## config.mk

```make
export PLATFORM = sky130hd
export DESIGN_NAME = eeprom_i2c_ctrl
export DESIGN_NICKNAME = d
export VERILOG_FILES = /design/src/rtl/eeprom_i2c_ctrl.sv
export SDC_FILE = /design/constraint.sdc
export NUM_CORES = 1
export LEC_CHECK = 0
export ABC_AREA = 1
export BUFFER_PORTS_ARGS = -buffer_cell sky130_fd_sc_hd__buf_4
export CORE_MARGIN = 4
export CORE_UTILIZATION = 54
export CTS_BUF_LIST = sky130_fd_sc_hd__clkbuf_16
export DETAILED_ROUTE_END_ITERATION = 16
export PLACE_DENSITY = 0.76
export REMOVE_ABC_BUFFERS = 1
export SLEW_MARGIN = 10
export SYNTH_ARGS = -nofsm -noshare
export SYNTH_HDL_FRONTEND = slang
export SYNTH_SLANG_ARGS = --single-unit
```

## constraint.sdc

```tcl
create_clock -name clk -period 1.8 [get_ports clk]
set_input_delay 0.36 -clock clk [delete_from_list [all_inputs] [get_ports clk]]
set_output_delay 0.36 -clock clk [all_outputs]
set_load 0.005 [all_outputs]
```

## src/rtl/eeprom_i2c_ctrl.sv

```systemverilog
// eeprom_i2c_ctrl: byte-level I2C EEPROM command controller (24C02-style page buffer, commit, busy timing)
`timescale 1ns/1ps
module eeprom_i2c_ctrl #(
    parameter logic [6:0] DEV_ADDR  = 7'h50,
    parameter int         WR_CYCLES = 1000,
    parameter int         CNT_W     = 16
) (
    input  logic       clk,
    input  logic       rst_n,
    input  logic       start,
    input  logic       stop,
    input  logic       rx_valid,
    input  logic [7:0] rx_data,
    output logic       ack_valid,
    output logic       ack,
    input  logic       tx_req,
    output logic       tx_valid,
    output logic [7:0] tx_data,
    output logic       busy,
    output logic [4:0] mem_row,
    output logic [2:0] mem_col,
    output logic       mem_write,
    output logic [7:0] mem_wdata,
    input  logic [7:0] mem_rdata
);
    typedef enum logic [2:0] {IDLE, DEVADR, WORD, WDATA, READ, IGNORE, COMMIT, WAIT} state_t;

    state_t           state, state_n;
    logic [7:0]       ptr;
    logic [7:0]       wbuf [8];
    logic [7:0]       mask;
    logic [2:0]       idx;
    logic [CNT_W-1:0] cnt;
    logic             rx_take, acc, acc_ack, dev_ok;

    // a byte arriving together with start or stop is dropped
    assign rx_take = rx_valid && !start && !stop;
    assign dev_ok  = (rx_data[7:1] == DEV_ADDR) && !busy;

    // state register
    always_ff @(posedge clk or negedge rst_n) begin
        if (!rst_n) state <= IDLE;
        else        state <= state_n;
    end

    // next state and byte acceptance; commit/wait ignore bus framing but NACK any byte
    always_comb begin
        state_n = state;
        acc     = 1'b0;
        acc_ack = 1'b0;
        case (state)
            COMMIT: begin
                state_n = (idx == 3'd7) ? WAIT : COMMIT;
                acc     = rx_take;
            end
            WAIT: begin
                state_n = (cnt == CNT_W'(WR_CYCLES - 1)) ? IDLE : WAIT;
                acc     = rx_take;
            end
            default: begin
                if (start) state_n = DEVADR;
                else if (stop) state_n = (state == WDATA && mask != 8'h00) ? COMMIT : IDLE;
                else if (rx_take) begin
                    acc     = state inside {DEVADR, WORD, WDATA, IGNORE};
                    acc_ack = (state == DEVADR) ? dev_ok : (state == WORD || state == WDATA);
                    if (state == DEVADR) state_n = dev_ok ? (rx_data[0] ? READ : WORD) : IGNORE;
                    if (state == WORD) state_n = WDATA;
                end
            end
        endcase
    end

    // pointer, page buffer, commit index, busy counter and bus responses
    always_ff @(posedge clk or negedge rst_n) begin
        if (!rst_n) begin
            ptr       <= 8'h00;
            mask      <= 8'h00;
            idx       <= 3'd0;
            cnt       <= '0;
            ack_valid <= 1'b0;
            ack       <= 1'b0;
            tx_valid  <= 1'b0;
            tx_data   <= 8'h00;
            for (int i = 0; i < 8; i++) wbuf[i] <= 8'h00;
        end else begin
            ack_valid <= acc;
            ack       <= acc_ack;
            tx_valid  <= 1'b0;
            if (state == COMMIT) idx <= idx + 3'd1;
            if (state == WAIT) cnt <= (state_n == IDLE) ? '0 : cnt + 1'b1;
            if (start && !busy) mask <= 8'h00;
            if (rx_take && state == WORD) ptr <= rx_data;
            if (rx_take && state == WDATA) begin
                wbuf[ptr[2:0]] <= rx_data;
                mask[ptr[2:0]] <= 1'b1;
                ptr[2:0]       <= ptr[2:0] + 3'd1;
            end
            if (tx_req && state == READ && !start && !stop) begin
                tx_valid <= 1'b1;
                tx_data  <= mem_rdata;
                ptr      <= ptr + 8'd1;
            end
        end
    end

    // array interface: commit walks the page by idx, otherwise it follows the pointer
    always_comb begin
        busy      = (state == COMMIT) || (state == WAIT);
        mem_row   = ptr[7:3];
        mem_col   = (state == COMMIT) ? idx : ptr[2:0];
        mem_write = (state == COMMIT) && mask[idx];
        mem_wdata = (state == COMMIT) ? wbuf[idx] : 8'h00;
    end
endmodule

```

==> run_results.csv <==
group,metric,value,unit
drt,first_iter_violations,456,
placed_design,gp_congestion,0.872,
global_route,gr-usage-met1,0.336,
clock_tree,cts_tree,"yes",
global_route,grt-busiest-layer,"met2",
drt,ant_nets,0,
floorplan,core.rowCount,36,
global_route,grt_use_met3,0.0805,
global_route,grt.overflow.total,0,
drt,route.detailed.drc,0,
finish,seqCellArea,0.00283,mm^2
drt,num_vias,5302,
clock_tree,clock-sinks,113,
sta,timing.final.crit_share,1.16,
setup_path,end_kind,"output port",
finish,final_cell_mix,"178 x nand2_1, 108 x dfrtp_1, 79 x buf_4",
yosys,synth-seq-area-share,0.516,
sta,drv_slew,0,
placed_design,dp_hpwl,9370,um
sta,slew_headroom,0.643,
clock_tree,clkTransAtPathRegs,50,ps
sta,max_slew.worst_pin.slew,534,ps
setup_path,critPathMaxFanout,6,
run_status,failed_checks,"setup timing",
floorplan,die_area,0.0118,mm^2
global_route,antenna_found_initial,0,
clock_tree,clk-insertion-delay-late,420,ps
finish,multiInputGateArea,0.00263,mm^2
yosys,synthDistinctLibCells,33,
clock_tree,clock_path_buffers,2,
yosys,ys_ff_latch,113,
yosys,syn_area,0.00549,mm^2
min_path,min-delay-start,"mem_rdata[0]",
run_status,run_status,"complete, but fails checks",
sta,fin_ws,-290,ps
setup_path,r2r_start,"idx[0]",
drt,routed_wl,16300,um
power,power.leakage,0.00373,uW
finish,fin_util,0.750,
setup_path,timing.rr.end,"cnt[9]",
floorplan,coreArea,0.00982,mm^2
setup_path,r2r_cells,10,
finish,drive_above_1_share,0.277,
global_route,grt_pass1_vias,5065,
finish,layout_commonest_cell,"nand2_1",
clock_tree,cts_buffers,17,
min_path,hold_end,"tx_data[0]",
setup_path,cp.required,1440,ps
global_route,grt_usage,0.267,
clock_tree,clockRootBuffer,"clkbuf_16",
global_route,grt_pass1_wl,24100,um
clock_tree,htreeDepth,4,
setup_path,crit_type,"reg2out",
finish,fillers,682,
drt,wire_per_inst,17.6,um
yosys,syn_inst,687,
sta,fin_skew,7.88,ps
power,powerDensity,766,mW/mm^2
min_path,hp-class,"in2reg",
sta,timing.fmax,479,MHz
floorplan,die-width,109,um
floorplan,ios,51,
setup_path,worstPathArrival,1730,ps
power,peakVddDrop,574,uV
finish,syn_to_final_growth,34.2,%
sta,fin_setup_tns,-2460,ps
sta,setup_viol_count_final,15,
global_route,grt_max_degree,42,
global_route,grt_use_met2,0.436,
setup_path,rrSetupSlack,-30,ps
min_path,holdPathStages,3,
placed_design,port_buffers,50,
flow_run,maxCapViolCount,0,
floorplan,initial_core_util,0.559,
yosys,yosysWarnings,0,
sta,hold_viol_final,0,
drt,first_pass_iters,7,
sta,rsz0062_at_grt,"true",
yosys,avgSynthCellArea,7.98,um^2
finish,diodes,0,
floorplan,die_h,109,um
sta,period_needed,2090,ps
drt,vias_per_cell,5.73,
setup_path,crit_path_start_kind,"register",
finish,final_nets,807,
-- worst max-delay path, stage by stage, from the launching register on --
cell and delay, ps:
dfrtp_2 430, buf_4 200, o21ai_0 110, o22ai_1 240, nand2_1 130, nand2_2 100, buf_6 100
-- worst max path at each step --
stage / start / slack, ps / depth (start not counted) / to
after floorplan: idx[0] / -400 / 6 / mem_write
after global placement: start / -0.7 / 11 / cnt[3]
after detailed placement: start / -60 / 11 / cnt[3]
after CTS: idx[0] / -290 / 8 / mem_wdata[0]
after global routing: idx[0] / -370 / 7 / mem_wdata[2]
final: idx[1] / -290 / 6 / mem_wdata[4]
-- cell type report --
| type | instances | share of cell area |
|---|---|---|
| Clock buffer | 17 | 0.0578 |
| Clock inverter | 14 | 0.0116 |
| Inverter | 59 | 0.0308 |
| Multi-Input combinational cell | 486 | 0.358 |
| Sequential cell | 113 | 0.385 |
| Tap cell | 133 | 0.0226 |
| Timing Repair Buffer | 104 | 0.135 |
-- registers in the layout, summed over array words and instances, names as in the netlist --
signal	flops
tx_valid	1
ack_valid	1
cnt	16
ack	1
state	3
wbuf	64
idx	3
ptr	8
tx_data	8
mask	8
-- cell families after synthesis --
group                    share of synthesized area
XOR/XNOR                                    0.0208
AO/OA/AOI/OAI                                0.148
flip-flops                                   0.516
adder cells (fa/ha/maj)                    0.00912
buffers and inverters                       0.0677
AND/OR/NAND/NOR                              0.239
-- where the power goes --
part           switching (uW)  total (uW)  internal [uW]
clock                    1110        2940           1820
combinational             106         158           51.7
sequential              0.311        2550           2550
total                    1220        5640           4420
-- through the flow --
step                      power (uW)  worst slack [ps]  instances  instance area (um^2)  hold WS [ps]
after global placement          2740            -0.715        867                  6160           251
final                           5640              -290        926                  7360           137
after detailed placement        2740             -55.6        867                  6160           256
after CTS                       5650              -287        910                  6890           127
after floorplan                 2610              -404        656                  5340          64.4
after global routing            5800              -366        926                  7360           145
-- cell usage after synthesis (all sizes together) --
master / count / share of area
xnor2: 4 / 0.0064
a22oi: 2 / 0.0027
buf: 17 / 0.018
o22ai: 16 / 0.018
xor2: 9 / 0.014
o221ai: 2 / 0.0032
clkinv: 1 / 0.00068
ha: 4 / 0.0091
o21ai: 118 / 0.11
nand2: 199 / 0.14
o211ai: 1 / 0.0014
a2111oi: 1 / 0.0016
nand3: 31 / 0.033
a21oi: 12 / 0.012
inv: 58 / 0.040
nand4: 1 / 0.0011
clkbuf: 14 / 0.0096
nor3: 5 / 0.0055
dfrtp: 113 / 0.52
or2: 1 / 0.0011
o21a: 1 / 0.0014
nor2: 77 / 0.058
-- layer usage --
metal  vias up  part of all wire
met5         -                 0
met4         0             0.029
met3        50             0.084
met2       286              0.49
met1      2532              0.39
li1       2434                 -
-- timing repair --
action                     4_1_cts  5_1_grt
setup buffers                    9       15
setup endpoints to repair       12       69
hold buffers                     1        0
hold endpoints to repair        15        0
pin swaps                        9       33
gates resized for setup         44       96
cloned                           2        4
Power figures use the tool's default switching activity.
